### config.mk
export PLATFORM = sky130hd
export DESIGN_NAME = counter_seq_ctrl
export DESIGN_NICKNAME = d
export VERILOG_FILES = /design/src/rtl/counter_seq_pkg.sv /design/src/rtl/counter_seq_ctrl.sv
export SDC_FILE = /design/constraint.sdc
export NUM_CORES = 1
export LEC_CHECK = 0
export BUFFER_PORTS_ARGS = -buffer_cell sky130_fd_sc_hd__buf_4
export CORE_UTILIZATION = 55
export CTS_CLUSTER_SIZE = 16
export DETAILED_ROUTE_END_ITERATION = 8
export GPL_ROUTABILITY_DRIVEN = 0
export PLACE_DENSITY_LB_ADDON = 0.1
export SYNTH_ARGS = -nofsm -noshare
export SYNTH_HDL_FRONTEND = slang
export SYNTH_SLANG_ARGS = --single-unit
export TNS_END_PERCENT = 30
### constraint.sdc
create_clock -name clk -period 3 [get_ports clk]
set_input_delay 0.15 -clock clk [delete_from_list [all_inputs] [get_ports clk]]
set_output_delay 0.15 -clock clk [all_outputs]
set_load 0.005 [all_outputs]
### src/rtl/counter_seq_pkg.sv
// Shared encodings for the counter sequencer: FSM state codes and program modes.
package counter_seq_pkg;

  typedef logic [2:0] state_t;
  typedef logic [1:0] mode_t;

  localparam state_t IDLE     = 3'd0;
  localparam state_t LOAD     = 3'd1;
  localparam state_t RUN_UP   = 3'd2;
  localparam state_t RUN_DOWN = 3'd3;
  localparam state_t DONE     = 3'd4;

  localparam mode_t MODE_UP       = 2'd0;
  localparam mode_t MODE_DOWN     = 2'd1;
  localparam mode_t MODE_PINGPONG = 2'd2;
  localparam mode_t MODE_WRAP     = 2'd3;

endpackage

### src/rtl/counter_seq_ctrl.sv
// Program sequencer for the mod-M counter: one-shot up/down, ping-pong, wrap-repeat.
// Optional macro COUNTER_SEQ_AUTOCLR_EN clears the counter during the DONE cycle.
module counter_seq_ctrl
  import counter_seq_pkg::*;
#(
  parameter int N  = 8,
  parameter int M  = 163,
  parameter int RW = 8
) (
  input  logic          clk,
  input  logic          reset,
  input  logic          start,
  input  logic          stop,
  input  logic [1:0]    mode,
  input  logic [N-1:0]  preset,
  input  logic [RW-1:0] reps,
  input  logic          max_tick,
  input  logic          min_tick,
  output logic          clr,
  output logic          load,
  output logic          en,
  output logic          up,
  output logic [N-1:0]  d,
  output logic          busy,
  output logic          done,
  output logic [RW-1:0] rep_cnt
);

  localparam logic [N:0]    M_EXT   = (N+1)'(M);
  localparam logic [N-1:0]  TERM    = N'(M - 1);
  localparam logic [RW-1:0] REP_MAX = '1;

  state_t        r_state;
  state_t        w_state_next;
  mode_t         r_mode;
  logic [N-1:0]  r_preset;
  logic [RW-1:0] r_reps;
  logic [RW-1:0] r_rep_cnt;
  logic [RW-1:0] w_rep_cnt_next;
  logic [RW-1:0] w_rep_inc;
  logic          w_accept;
  logic          w_last;
  logic          w_hold;

  assign w_accept  = (r_state == IDLE) && start && !stop;
  assign w_rep_inc = (r_rep_cnt == REP_MAX) ? r_rep_cnt : r_rep_cnt + RW'(1);
  assign w_last    = (({1'b0, r_rep_cnt} + (RW+1)'(1)) == {1'b0, r_reps});

  always_comb begin
    w_state_next   = r_state;
    w_rep_cnt_next = r_rep_cnt;
    w_hold         = 1'b0;
    load           = 1'b0;
    up             = 1'b0;
    done           = 1'b0;
    d              = '0;
    case (r_state)
      IDLE: begin
        if (w_accept) begin
          w_state_next   = LOAD;
          w_rep_cnt_next = '0;
        end
      end
      LOAD: begin
        load = 1'b1;
        d    = r_preset;
        if (stop)                      w_state_next = IDLE;
        else if (r_mode == MODE_DOWN)  w_state_next = RUN_DOWN;
        else                           w_state_next = RUN_UP;
      end
      RUN_UP: begin
        up = 1'b1;
        if (stop) begin
          w_state_next = IDLE;
        end else if (max_tick) begin
          case (r_mode)
            MODE_PINGPONG: begin
              w_hold       = 1'b1;
              w_state_next = RUN_DOWN;
            end
            // wrap-repeat lets the counter roll over except on the final pass
            MODE_WRAP: begin
              w_rep_cnt_next = w_rep_inc;
              if (w_last) begin
                w_hold       = 1'b1;
                w_state_next = DONE;
              end
            end
            default: begin
              w_hold         = 1'b1;
              w_rep_cnt_next = RW'(1);
              w_state_next   = DONE;
            end
          endcase
        end
      end
      RUN_DOWN: begin
        if (stop) begin
          w_state_next = IDLE;
        end else if (min_tick) begin
          w_hold = 1'b1;
          if (r_mode == MODE_PINGPONG) begin
            w_rep_cnt_next = w_rep_inc;
            w_state_next   = w_last ? DONE : RUN_UP;
          end else begin
            w_rep_cnt_next = RW'(1);
            w_state_next   = DONE;
          end
        end
      end
      DONE: begin
        done         = 1'b1;
        w_state_next = IDLE;
      end
      default: w_state_next = IDLE;
    endcase
  end

  assign en      = ((r_state == RUN_UP) || (r_state == RUN_DOWN)) && !stop && !w_hold;
  assign busy    = (r_state != IDLE);
  assign rep_cnt = r_rep_cnt;

`ifdef COUNTER_SEQ_AUTOCLR_EN
  assign clr = (r_state == DONE);
`else
  assign clr = 1'b0;
`endif

  always_ff @(posedge clk or negedge reset) begin
    if (!reset) begin
      r_state   <= IDLE;
      r_rep_cnt <= '0;
      r_mode    <= MODE_UP;
      r_preset  <= '0;
      r_reps    <= '0;
    end else begin
      r_state   <= w_state_next;
      r_rep_cnt <= w_rep_cnt_next;
      if (w_accept) begin
        r_mode   <= mode;
        r_preset <= ({1'b0, preset} >= M_EXT) ? TERM : preset;
        r_reps   <= (reps == '0) ? RW'(1) : reps;
      end
    end
  end

endmodule
# --- Word level (Yosys, flattened, before mapping) ---
# Index checks and enable logic that the tools add are counted.
op_classes:
  add_sub_neg: 2
  magnitude_cmp: 1
  eq_ne: 18
  mux: 34
  reduce_logical: 13
ops:
  columns: ["op", "n"]
  rows:
  - ["8-bit 2-to-1 mux", 10]
  - ["3-bit 2-to-1 mux", 8]
  - ["8-bit one-hot mux with 3 select lines", 1]
  - ["8-bit one-hot mux with 2 select lines", 1]
  - ["2-bit != test, second input constant", 6]
  - ["3-bit one-hot mux with 4 select lines", 1]
  - ["1-bit 2-to-1 mux", 10]
  - ["8-bit by 1-bit adder with 9-bit output, second input constant", 1]
  - ["9-bit by 8-bit == test with 1-bit output", 1]
  - ["8-bit by 1-bit adder with 8-bit output, second input constant", 1]
  - ["8-bit == test, second input constant", 1]
  - ["8-bit greater-or-equal comparator, second input constant", 1]
  - ["8-bit logical NOT", 1]
  - ["7-bit AND reduction", 1]
  - ["3-bit by 2-bit == test with 1-bit output, second input constant", 2]
  - ["3-bit != test, second input constant", 2]
  - ["3-bit one-hot mux with 2 select lines", 1]
  - ["3-bit nonzero test", 2]
  - ["2-bit == test, second input constant", 2]
  - ["1-bit logical AND", 4]
  - ["4-bit != test, second input constant", 1]
  - ["4-bit AND reduction", 1]
  - ["3-bit by 1-bit == test with 1-bit output, second input constant", 1]
  - ["3-bit == test, second input constant", 1]
  - ["6 further kinds", 7]
word_totals:
  ff_bits: 29
  inputBits: 24

# --- Depth between registers and ports, before layout ---
# Gate-level depths: netlist of run 1.
depth:
  depth_word: 9
  mapped_depth: 8

# --- Worst setup path after synthesis of run 1 ---
# OpenSTA, ideal clock, no wires.
synth_path:
  kind: "register to register"
  from: "register r_rep_cnt[0] (netlist: rep_cnt[0])"
  to: "register r_state[1]"
  t_arrival_ns: 1.856
  required_ns: 2.870
  path_slack_ns: 1.015
  path_stages_with_launch: 8
  period_less_slack_ns: 1.985
  path_cell_list: "dfrtp_1 > ha_1 > xor2_1 > a211oi_1 > o221ai_1 > nor4b_4 > o21ai_1 > o21bai_1"
synth_via:
  elab_chain_len: 7
  word_cells_on_any_way: 9
synth_rtl:
  columns: ["element", "line_no", "text"]
  rows:
  - ["start: declaration", "counter_seq_ctrl.sv:38", "logic [RW-1:0] r_rep_cnt;"]
  - ["start signal: assignment", "counter_seq_ctrl.sv:138", "r_rep_cnt <= w_rep_cnt_next;"]
  - ["8-bit by 1-bit adder with 9-bit output (*)", "counter_seq_ctrl.sv:47", "assign w_last = (({1'b0, r_rep_cnt} + (RW+1)'(1)) == {1'b0, r_reps});"]
  - ["9-bit by 8-bit == test with 1-bit output (*)", "counter_seq_ctrl.sv:47", null]
  - ["3-bit 2-to-1 mux", "counter_seq_ctrl.sv:104", "w_state_next = w_last ? DONE : RUN_UP;"]
  - ["3-bit 2-to-1 mux", "counter_seq_ctrl.sv:102", "if (r_mode == MODE_PINGPONG) begin"]
  - ["3-bit 2-to-1 mux", "counter_seq_ctrl.sv:100", "end else if (min_tick) begin"]
  - ["3-bit 2-to-1 mux", "counter_seq_ctrl.sv:98", "if (stop) begin"]
  - ["3-bit one-hot mux with 4 select lines", "counter_seq_ctrl.sv:57", "case (r_state)"]
  - ["end signal: assignment", "counter_seq_ctrl.sv:137", "r_state <= w_state_next;"]
  - ["end: declaration", "counter_seq_ctrl.sv:33", "state_t r_state;"]
# Every way passes the cells marked *; elsewhere a longest branch is shown, timed or not. The select of a mux whose other input is x is not followed.
# A chain may end at the register's enable or synchronous reset.

# --- Final worst setup path of run 1 ---
layout_path:
  from: "register r_rep_cnt[0] (netlist: rep_cnt[0])"
  to: "output port en"
layout_via:
  elab_chain_len: 9
layout_rtl:
  columns: ["element", "line_no", "text"]
  rows:
  - ["8-bit by 1-bit adder with 9-bit output", "counter_seq_ctrl.sv:47", null]
  - ["9-bit by 8-bit == test with 1-bit output", "counter_seq_ctrl.sv:47", null]
  - ["1-bit 2-to-1 mux", "counter_seq_ctrl.sv:84", "if (w_last) begin"]
  - ["1-bit 2-to-1 mux", "counter_seq_ctrl.sv:76", "case (r_mode)"]
  - ["1-bit 2-to-1 mux", "counter_seq_ctrl.sv:75", "end else if (max_tick) begin"]
  - ["1-bit 2-to-1 mux", "counter_seq_ctrl.sv:73", "if (stop) begin"]
  - ["1-bit one-hot mux with 2 select lines", "counter_seq_ctrl.sv:57", null]
  - ["1-bit logical NOT", "counter_seq_ctrl.sv:119", "assign en = ((r_state == RUN_UP) || (r_state == RUN_DOWN)) && !stop && !w_hold;"]
  - ["1-bit logical AND", "counter_seq_ctrl.sv:119", null]
  - ["end: declaration", "counter_seq_ctrl.sv:21", "output logic en,"]
# Every way passes these cells.

==> results list, run 1 <==
- In the final timing run, aggregate negative setup slack is 0 ps.
- Library cell with the highest instance count after synthesis: nand2_1
- The number of antenna diodes in the final layout is 0.
- First-pass GRT wire length: between 6 and 7 mm
- Cell Pwr Density: 817 nW/um^2
* Slowest cell delay on critical path: ~480 ps
- Clock sink count: 29
* Post-synthesis average cell area: between 8 and 9 sq um
- After detailed routing, the number of remaining DRC violations is 0.
- In the synthesized netlist the dominant register cell turns out to be dfrtp_1.
- Min Clock Period, post-route: between 2000 and 3000 ps
* Series of cell instances along the critical path: ha_1 > xor2_1 > a211oi_1 > o221ai_1 > nor4b_4 > o21ai_1 > buf_4
* Synth warnings: 0
- The number of global-route vias before repair was ~1400.
- Clock network latency to the later pin of the worst-skew pair: approximately 340 ps
* Final setup fails: 0
- After legalization and detailed placement, the total HPWL measured approximately 3.1 mm.
- The count of buffers added on input and output ports is 44.
* CTS H-tree lvls: 2
* Sort of element at the end of the critical path: output pin
- Ranked by instance count, the synthesized netlist is headed by 43 x nand2_1, 29 x dfrtp_1, 16 x nor2_1.
* Highest-utilization routing layer at the global route stage: met2
- The largest individual stage delay along the critical path comes from the cell dfrtp_1.
* Worst path bufs/invs: 1
- The run finished with clean final reports.
- At the end of the flow, the number of nets in the layout was 281.
* Post-synth top area share: about 40%
* Die height: a little under 60 um
* Total placed instance area: about 2100 sq um
* Highest clock frequency the design can meet: around 400 MHz
* Maximum fanout along the worst path: 8
- Fraction of synthesis flops using an asynchronous set or reset pin: between 90% and 100%
- Met1 demand-to-capacity share in global routing: between 30% and 40%
* Cell count after placement: 289
- Clock slew at reported path FFs: 110 ps
* Overflow after GRT: 0
- Across every metal layer, demand over resource in global routing totals between 20% and 30%.
* Post-route clock period utilization: a little over four fifths
- Clock skew after layout: between 10 and 15 ps
* Cell taking the most area after synthesis: dfrtp_1
* Fill cell count: ~250
* Fraction of final layout cells with drive strength greater than 1: between 20% and 30%
* Hold violation total from the final report: 0
* Synthesis-to-finish area growth: 25.6%
- Number of antenna violations at the first check in global routing: 0
- Total Die Area: 3510 sq um
* Slew Limit Headroom: between 60% and 70%
- Area of the core region: just over 3000 sq um
- For this configuration, the core starts out at a cell density of about three fifths.
- Synthesis produced a netlist with a net count of between 200 and 250.
- Number of nets still failing antenna checks after routing: 0
* Leakage power total: 1.08 nW
* Biggest area contributors in the synthesized netlist: dfrtp_1 40%, nand2_1 9.0%, and2_1 4.5%, a21oi_1 3.3%, nor2_1 3.3%
- Cts bufs inserted: 5
* Post-synthesis instance total: 210
* Bufs on Longest Clock Path: 2
* Pin count of the biggest net entering global routing: 30
- Gates resized during post-CTS repair numbered 0.
* Pins over their slew limit: 0
* Floorplan die width: roughly 60 um
- Met2 capacity usage during global routing: a little under two fifths
* Synthesized flop and latch total: 29
- Summing over every cut layer, the via total after detailed routing is around 1700.
- Sequential cells were found to cover 40.3% of the synthesized design area.
- Crit start category: flop
- Setup repair after global routing missed its margin: no
- The mapped netlist covers approximately 1800 sq um.
* Clock tree root driver cell: clkbuf_4
- At the worst endpoint, the arrival time is roughly 2400 ps.
- The worst hold path belongs to the class primary input to flop.
- For flop-to-flop paths, the worst setup slack is approximately 850 ps.
- CP delay by family, top: compound AO/OA/AOI/OAI gates
- Number of distinct library cells after synthesis: 52
- After routing the design area is between 2000 and 2500 sq um.
- For this design the top-level I/O count stands at 46.
- 1st-iter DRT viols: 129
* Required time reported for the critical path endpoint: 2850 ps
* CTS tree: yes
- Max-capacitance violation count: 0
- Cell row count: 20
- In the routed layout, each cell is associated on average with a via count of roughly 5.5.
- Number of enable flip-flop cells after synthesis: 0
- Summed over all layers, the routed wires come to about 4.1 mm.
- The first TritonRoute pass finished after 4 iterations.
* Worst Tran Pin Value: about 590 ps
- Crit path kind: flop to output pin
* Routed length per instance: approximately 14 um
- VDD sags by at most 0.452 mV.
* Final non-filler cell total: roughly 300
- Global routing used 7.21% of the available met3 tracks.
==> state kept, by name (all words and copies together), names as in the netlist <==
signal	cells
rep_cnt	8
r_reps	8
r_mode	2
r_state	3
r_preset	8
==> stage by stage <==
stage | hold slack [ps] | setup slack [ps] | power (mW) | util, %
6_report | 10.2 | 497 | 1.85 | 73.5
5_1_grt | 0.864 | 309 | 1.99 | 73.5
4_1_cts | 2.02 | 481 | 1.85 | 73.5
3_3_place_gp | 91.0 | 917 | 1.49 | 69.5
3_5_place_dp | 89.1 | 863 | 1.51 | 69.5
2_1_floorplan | -146 | 1010 | 1.22 | -
==> layer usage <==
metal	wire length, um	vias up
met5	0	-
met3	219	8
met4	81	0
li1	-	816
met1	1910	774
met2	1920	66
==> area by class of cell <==
cell class	count	area [sq um]	share of cell area, %
Multi-Input combinational cell	166	1000	44.3
Sequential cell	29	726	32.1
Timing Repair Buffer	49	378	16.7
Tap cell	44	55.1	2.43
Clock inverter	3	46.3	2.05
Clock buffer	5	37.5	1.66
Inverter	5	18.8	0.829
==> cells in the final DEF (no fill, tap or decap), types with 2 or more instances in the layout <==
master	instances
a21oi_1	12
a22o_1	4
and2_1	13
and3_1	4
buf_4	45
clkbuf_4	5
dfrtp_1	29
dlygate4sd3_1	4
inv_1	5
mux2i_1	2
nand2_1	43
nand2b_1	7
nand3_1	3
nand3b_1	3
nor2_1	16
nor2b_1	4
nor3_1	3
nor3b_1	3
o21ai_0	4
o21bai_1	2
o22a_1	2
or3_1	3
xnor2_1	5
xor2_1	6
==> where the power goes <==
part / total (mW) / switching [mW] / leakage (nW) / internal, mW
Clock: 0.330 / 0.154 / 0.0414 / 0.176
Combinational: 0.820 / 0.407 / 0.670 / 0.414
Sequential: 0.698 / 0.167 / 0.371 / 0.531
Total: 1.85 / 0.728 / 1.08 / 1.12
==> final timing paths <==
path                          endpoint         from  cells after the start
max                                 en   rep_cnt[0]                      7
min                          r_reps[4]      reps[4]                      3
max reg2reg                 r_state[1]   rep_cnt[0]                      7
min reg2reg                r_preset[6]  r_preset[6]                      2
max in group asynchronous   rep_cnt[6]        reset                      2
min in group asynchronous    r_reps[7]        reset                      2
==> logic make-up (layout without fill, tap and decap cells) <==
family / Yosys count / after routing / synth area share (%)
buffers and inverters: 15 / 62 / 4.10
DFF: 29 / 29 / 40.3
AOI/OAI and AO/OA: 41 / 41 / 16.6
other: 1 / 1 / 0.208
and+or+nand+nor: 110 / 110 / 31.7
adders and majority gates: 1 / 1 / 0.694
xor gates and xnor gates: 11 / 11 / 5.35
muxes: 2 / 2 / 1.11
==> worst min-delay path, stage by stage <==
cell	delay (ps)
buf_4	80
nand2_1	40
nand2_1	50
==> repair_timing <==
action,4_1_cts,5_1_grt
hold buffers,4,0
setup buffers,0,0
hold endpoints to repair,32,0
(Power assumes the default switching activity.)
==> run 2, diff against run 1 <==
ABC_AREA = 1   (was default)
CORE_UTILIZATION = 48   (was 55)
clock period = 2.2 ns   (was 3 ns; I/O delays follow)
==> run 2 against run 1 <==
  * Clock skew fell by 11 ps
  * Sequential cell count unchanged
  * Synthesized cell count rose by 26%
  * Worst setup slack lost 370 ps
  * Critical path type unchanged
  * Clock power is 31% higher
==> results list, run 2 <==
- Via/cell ratio: ~5
* Leading cell type in the layout, fill and taps excluded: nand2_1
- Clock skew after layout: roughly 3 ps
* Number of nets still failing antenna checks after routing: 0
- In this run the cell area measured after placement is roughly 2200 sq um.
* Initial core utilization: between 40 and 50%
- Hold/Removal Path Class: primary input to flop
* Crit path kind: flop to output pin
- Switching share of power: 43.7%
- Walking the worst path, the cells encountered are ha_4 > nand2_2 > nand2_1 > nand2_1 > nand2_1 > nor2_1 > nand3_1 > nor2_1 > nand3_2 > nand2_2 > nand2_2 > nand2_2 > inv_2 > buf_6.
- The first global-routing pass estimated between 7 and 8 mm of wire.
- Highest clock frequency the design can meet: between 400 and 500 MHz
* Area fraction in compound gates after synthesis: about an eighth
- After Yosys synthesis, and, or, nand and nor cells account for between 30% and 40% of the synthesized area.
* Crit start category: flop
- Summed over all cells, the static leakage comes to 1.23 nW.
* Biggest area contributors in the synthesized netlist: dfrtp_1 40%, nand2_1 13%, inv_1 9.5%, o21ai_0 6.3%, nand3_1 5.8%
- Post-synthesis instance total: about 260
- STA classifies the critical path endpoint as an output pin.
- The final route contains between 1500 and 2000 vias.
- Relative to the synthesized area, the layout overhead comes to 31.0%.
- Post-Synthesis Cell Area: ~1800 sq um
- The cell sitting at the root of the clock tree is a clkbuf_8.
* Top FF cell, synth: dfrtp_1
- Wirelength, routed: approximately 4.4 mm
- CTS H-tree lvls: 2
- Setup repair after global routing could not meet its margin everywhere.
- Commonest cells after routing, fill and taps aside: 60 x nand2_1, 52 x buf_4, 45 x inv_1, 26 x nor2_1, 26 x dfrtp_1
* Max-capacitance violation count: 0
* Cell row count: 22
- During synthesis, Yosys emitted a total of 0 warnings.
* Number of antenna violations at the first check in global routing: 0
* Proportion of synthesized area in mux cells: 0%
- Proportion of synthesized chip area in sequential cells: approximately 40%
- Cell Pwr Density: 1260 nW/um^2
- Cts bufs inserted: 5
- Of the cells placed in the final design, the portion with a size suffix greater than 1 is 26.0%.
- Fraction of synthesis flops using an asynchronous set or reset pin: 100%
- After synthesis, the largest family of logic cells by area is simple AND/OR/NAND/NOR gates.
* Pins over their slew limit: 0
- Floorplan die width: between 60 and 70 um
- Net switching power: between 1 and 1.5 mW
- 46 I/O pins were placed.
* Number of distinct library cells after synthesis: 32
- Met3 routed wirelength: between 300 and 400 um
- Counting flops with a built-in enable in the synthesized netlist gives 0.
- On the worst path, the slowest cell contributes a delay of 460 ps.
* Overflow after GRT: 0
- In this run the vertical extent of the chip is 63.6 um.
- In this run, the clock network consumes approximately 14% of the power.
* Post-synthesis share of cell area spent on xor and xnor gates: ~1.4%
- Sequential cell fraction of total power: roughly 32%
* CP delay by family, top: simple AND/OR/NAND/NOR gates
- Cell count after placement: 350
- The worst pin sits at a relative slew slack of 63.4%.
- Overall global routing resource usage: between 20% and 30%
* Design Area, Final: around 2400 sq um
* Maximum fanout along the worst path: 7
* Routed length on met2: between 2 and 2.5 mm
- The number of antenna diodes in the final layout is 0.
- For this run, the detailed router's first-pass iteration total came to 4.
- The total area inside the core boundary comes to roughly 3700 sq um.
- Post-Route Setup TNS: 0 ps
- Final-stage net count: 344
- Worst Tran Pin Value: around 550 ps
- DRT met1 WL: 1.95 mm
* Post-synth top area share: between 30% and 40%
- Post-route clock period utilization: around 94%
* Number of I/O port buffers: 44
- The layout has roughly 340 filler cells.
- In the final routed layout, each cell accounts on average for approximately 12 um.
* Clock slew at reported path FFs: 60 ps
* Total Die Area: between 4000 and 5000 sq um
- The run finished with clean final reports.
- Each instance of the synthesized netlist takes up on average slightly below 7 sq um.
- Required time reported for the critical path endpoint: about 2100 ps
* Clock network latency to the later pin of the worst-skew pair: between 200 and 300 ps
- Worst path bufs/invs: 2
* Bufs on Longest Clock Path: 2
- The number of failing hold endpoints at the final stage is 0.
* Adder-cell area share of the yosys netlist: less than 1%
* Worst-case register-to-register setup slack: 290 ps
- Top Metal Used: met4
- Top cells by count, synth: 64 x nand2_1, 46 x inv_1, 29 x dfrtp_1
- Via count of the first global-routing pass: around 1600
- Worst path arrival time: around 2000 ps
- The worst-case IR drop observed on VDD is 0.614 mV.
- Syn_nets: a little under 300
* Highest-delay cell along the critical path: dfrtp_2
* Cell taking the most area after synthesis: dfrtp_1
- After synthesis the netlist holds a flip-flop and latch count of 29.
- For this design, the sink count on the clock tree is 29.
- Once layout is complete, the cells apart from fillers number 367.
- Min Clock Period, post-route: about 2100 ps
* Library cell with the highest instance count after synthesis: nand2_1
- DRC violations left: 0
* Placed wire-length estimate: roughly 3.2 mm
- Setup violations remaining at the end of the flow were counted as 0.
- The detailed router finished its first iteration with between 100 and 150 violations.
* Gate power share: roughly 53%
* Pin count of the biggest net entering global routing: 30
* CTS tree: yes
- Among the stages of the critical path, the cell type that occurs most often is nand2_2.
* Internal Power: approximately 1.7 mW
-- run 2: timing repair --
action | 4_1_cts | 5_1_grt
hold buffers | 1 | 0
endpoints found under the setup margin | 1 | 1
buffers inserted | 0 | 9
gates cloned | 0 | 0
hold endpoints to repair | 29 | 0
pin swaps | 0 | 8
gates resized for setup | 2 | 12
-- run 2: power groups by stage --
| stage | Clock, mW | Sequential, mW | Combinational, mW |
|---|---|---|---|
| finish | 0.432 | 0.973 | 1.60 |
| floorplan | 0 | 0.901 | 1.06 |
| global route | 0.474 | 1.01 | 1.83 |
| CTS | 0.444 | 0.964 | 1.50 |
| detailed placement | 0 | 0.965 | 1.49 |
| global placement | 0 | 0.960 | 1.47 |
-- run 2: path summary, 6_finish.rpt --
check / startpoint / endpoint / depth (start not counted)
max: rep_cnt[0] / en / 14
min: mode[0] / r_mode[0] / 3
max reg2reg: r_state[0] / rep_cnt[4] / 11
min reg2reg: r_preset[7] / r_preset[7] / 2
max in group asynchronous: reset / rep_cnt[0] / 2
min in group asynchronous: reset / rep_cnt[4] / 2
-- run 2: layout make-up --
| type | count | area, sq um | area share [%] |
|---|---|---|---|
| clock buffers | 7 | 86.3 | 3.62 |
| inverters | 49 | 184 | 7.70 |
| multi-input cells | 180 | 916 | 38.4 |
| flip-flops and latches | 29 | 729 | 30.6 |
| well taps | 48 | 60.1 | 2.52 |
| repair buffers | 54 | 412 | 17.2 |
-- run 2: worst min-delay path, delay by kind of cell --
| family | cells | cell delay (ps) |
|---|---|---|
| AND/OR/NAND/NOR | 2 | 80 |
| buffers and inverters | 1 | 80 |
-- run 2: stage by stage --
step / total power, mW / hold slack (ps) / worst slack (ps) / utilization, %
floorplan: 1.96 / -186 / 493 / -
global placement: 2.43 / 56.7 / 335 / 59.6
detailed placement: 2.45 / 54.5 / 266 / 59.6
CTS: 2.90 / 18.4 / 4.10 / 62.3
global route: 3.31 / 40.9 / -69.0 / 65.2
finish: 3.01 / 25.2 / 128 / 65.2
-- run 2: kinds of logic (layout without fill, tap and decap cells) --
kind of cell / Yosys count / count (layout)
buffers and inverters: 55 / 110
xor gates and xnor gates: 3 / 3
AOI/OAI and AO/OA: 42 / 42
other: 1 / 1
DFF: 29 / 29
and+or+nand+nor: 133 / 133
adders and majority gates: 1 / 1
-- run 2: layer usage --
metal  track usage [%]  vias to the layer above
li1                  -                      947
met1              30.7                      837
met2              37.8                       64
met3              7.43                        9
met4              7.67                        0
met5                 0                        -
==> run 3, diff against run 2 <==
==> constraint.sdc (replaced) <==
create_clock -name clk -period 2.2 [get_ports clk]
set_input_delay 0.22 -clock clk [delete_from_list [all_inputs] [get_ports clk]]
set_output_delay 0.22 -clock clk [all_outputs]
set_load 0.005 [all_outputs]
==> run 3 against run 2 <==
  * Cell count is 0.54% higher
  * Global-route usage shrank 0.66 points
  * Sequential power fell by 0.6%
  * Clock skew increased by 3.7 ps
  * Combinational power is 6% higher
  * Critical endpoint unchanged
==> results list, run 3 (synthesized netlist as in run 2, its figures left out) <==
- Initial core utilization: between 40% and 50%
* Min setup slack post-route: between 90 and 100 ps
* DRC violations left: 0
- Setup violations remaining at the end of the flow were counted as 0.
- Antenna fix cells: 0
- The number of global-route vias before repair is roughly 1600.
- The signal on the critical path passes through ha_4 > nand2_4 > nor2_4 > nand3_1 > nand2_2 > nand2_1 > nand3_1 > nor2_2 > nand3_2 > nand2_2 > nand2_2 > nand2_2 > inv_2 > buf_6.
- Summing over every cut layer, the via total after detailed routing is 1868.
- Routed length per instance: 12.0 um
* Via/cell ratio: 5.06
- Relative to the synthesized area, the layout overhead comes to 35.4%.
- The number of failing hold endpoints at the final stage came to 0.
- For this run, the number of standard cells in the final layout without fillers is 369.
- Setup repair after global routing could not meet its margin everywhere.
- Clock slew at reported path FFs: about 60 ps
- In this run, the number of DRC markers left after iteration 0 of detailed routing was around 170.
* CTS H-tree lvls: 2
- Highest clock frequency the design can meet: 475 MHz
- Area of the core region: between 3000 and 4000 sq um
- Data on the critical path is required at its endpoint by around 2000 ps.
- Die height: roughly 64 um
* Worst supply voltage drop on vdd: 0.675 mV
* First-pass GRT wire length: 7.27 mm
- The flow ran to the end, and the final reports show no timing, DRC or antenna violations.
- Among all stages on the critical path, the largest delay is contributed by dfrtp_1.
- CTS saw 29 sinks.
* Pin count of the biggest net entering global routing: 30
- 46 I/O pins were placed.
- Global routing consumed, over all layers together, between 20% and 30% of the routing resources.
- After global routing the overflow that remains totals 0.
- Cell Pwr Density: 1260 nW/um^2
- Before antenna repair, the detailed router went through 4 iterations.
- For this design the static power due to leakage is between 1 and 1.5 nW.
- Total Die Area: approximately 4000 sq um
- Fraction of final layout cells with drive strength greater than 1: about 30%
- Cell row count: 22
* Worst slack, placed: 167 ps
- The tool flagged a number of max-cap violations equal to 0.
- Slew Limit Headroom: 62.4%
- Clock skew after layout: 6.69 ps
- Along the worst path, the maximum fanout reaches 4.
* Wirelength, routed: roughly 4.4 mm
* Commonest cells after routing, fill and taps aside: 53 x nand2_1, 52 x buf_4, 44 x inv_1, 26 x dfrtp_1, 24 x nor2_1
* Post-route clock period utilization: 95.7%
* Bufs on Longest Clock Path: 2
* Placed wire-length estimate: 3.18 mm
- Final-stage net count: 346
* Floorplan die width: 63.6 um
- Post-route worst hold slack: 146 ps
* Pins over their slew limit: 0
* CTS tree: yes
* Worst path arrival time: 1890 ps
- Cell count after placement: 353
* Worst path bufs/invs: 2
* Sort of element at the end of the critical path: output pin
- Number of nets still failing antenna checks after routing: 0
* Number of antenna violations at the first check in global routing: 0
- In the final layout, the multi-input gates occupy a little under 1000 sq um.
* Crit start category: flop
* CP delay by family, top: simple AND/OR/NAND/NOR gates
- Slowest cell delay on critical path: between 400 and 500 ps
* Clock tree root driver cell: clkbuf_8
* Min Clock Period, post-route: roughly 2100 ps
- Most repeated library cell on the critical path: nand2_2
- Buffers placed on the I/O ports in this run total 44.
- FF/Latch Area: ~730 sq um
* Hold/Removal Path Class: primary input to flop
* Cts bufs inserted: 5
* Crit path kind: flop to output pin
- At the pin with the least slew margin, the transition time is 559 ps.
* Clock network latency to the later pin of the worst-skew pair: 270 ps
- Leaving out fill and tap cells, the most frequent cell in the layout is nand2_1.
- Fill cell count: approximately 340
-- run 3: layout make-up --
| class | instances | share of cell area (%) |
|---|---|---|
| inverters | 49 | 7.46 |
| multi-input cells | 180 | 39.4 |
| well taps | 48 | 2.44 |
| repair buffers | 56 | 17.6 |
| clock buffers | 7 | 3.50 |
| flip-flops and latches | 29 | 29.6 |
-- run 3: what timing repair did --
action / CTS / global route
hold buffers: 1 / 0
setup endpoints to repair: 1 / 1
gates resized for setup: 2 / 30
pin swaps: 4 / 16
hold endpoints to repair: 29 / 0
buffers inserted: 2 / 6
-- run 3: worst paths after layout --
| kind | startpoint | end | slack (ps) | cells after the start |
|---|---|---|---|---|
| max in group asynchronous | reset | rep_cnt[4] | 1510 | 2 |
| setup reg to reg | rep_cnt[0] | r_state[2] | 270 | 14 |
| hold / removal | mode[0] | r_mode[0] | 150 | 3 |
| min in group asynchronous | reset | rep_cnt[5] | 400 | 2 |
| hold reg to reg | r_reps[1] | r_reps[1] | 510 | 2 |
| setup / recovery | rep_cnt[0] | en | 90 | 14 |
-- run 3: power breakdown --
part           switching [mW]  internal [mW]
Clock                   0.196          0.248
Sequential              0.199          0.768
Combinational           0.970          0.728
Total                    1.36           1.74
-- run 3: worst register-to-register path, cell delays in order, from the launching register on --
cell and delay [ps]:
dfrtp_1 420, ha_4 210, nand2_4 90, nor2_4 40, nand3_1 100, nand2_2 70, nand2_1 70, nand3_1 90
nor2_2 110, nand3_2 80, buf_4 140, buf_4 130, o21ai_1 120, inv_1 70, nor2_1 110
-- run 3: routing by layer --
layer	up-vias	GRT usage (%)	wire, um
met5	-	0	0
met4	0	10.2	121
met3	11	5.25	246
met2	63	36.0	2040
met1	848	30.5	2000
li1	946	-	-
-- run 3: metrics by stage --
| stage | power (mW) | area [sq um] | util, % | setup TNS, ps |
|---|---|---|---|---|
| 3_5_place_dp | 2.47 | 2210 | 60.3 | 0 |
| 6_report | 3.11 | 2470 | 67.4 | 0 |
| 3_3_place_gp | 2.45 | 2210 | 60.3 | 0 |
| 2_1_floorplan | 1.96 | 1820 | - | 0 |
| 4_1_cts | 2.94 | 2320 | 63.4 | 0 |
| 5_1_grt | 3.40 | 2470 | 67.4 | -52.7 |
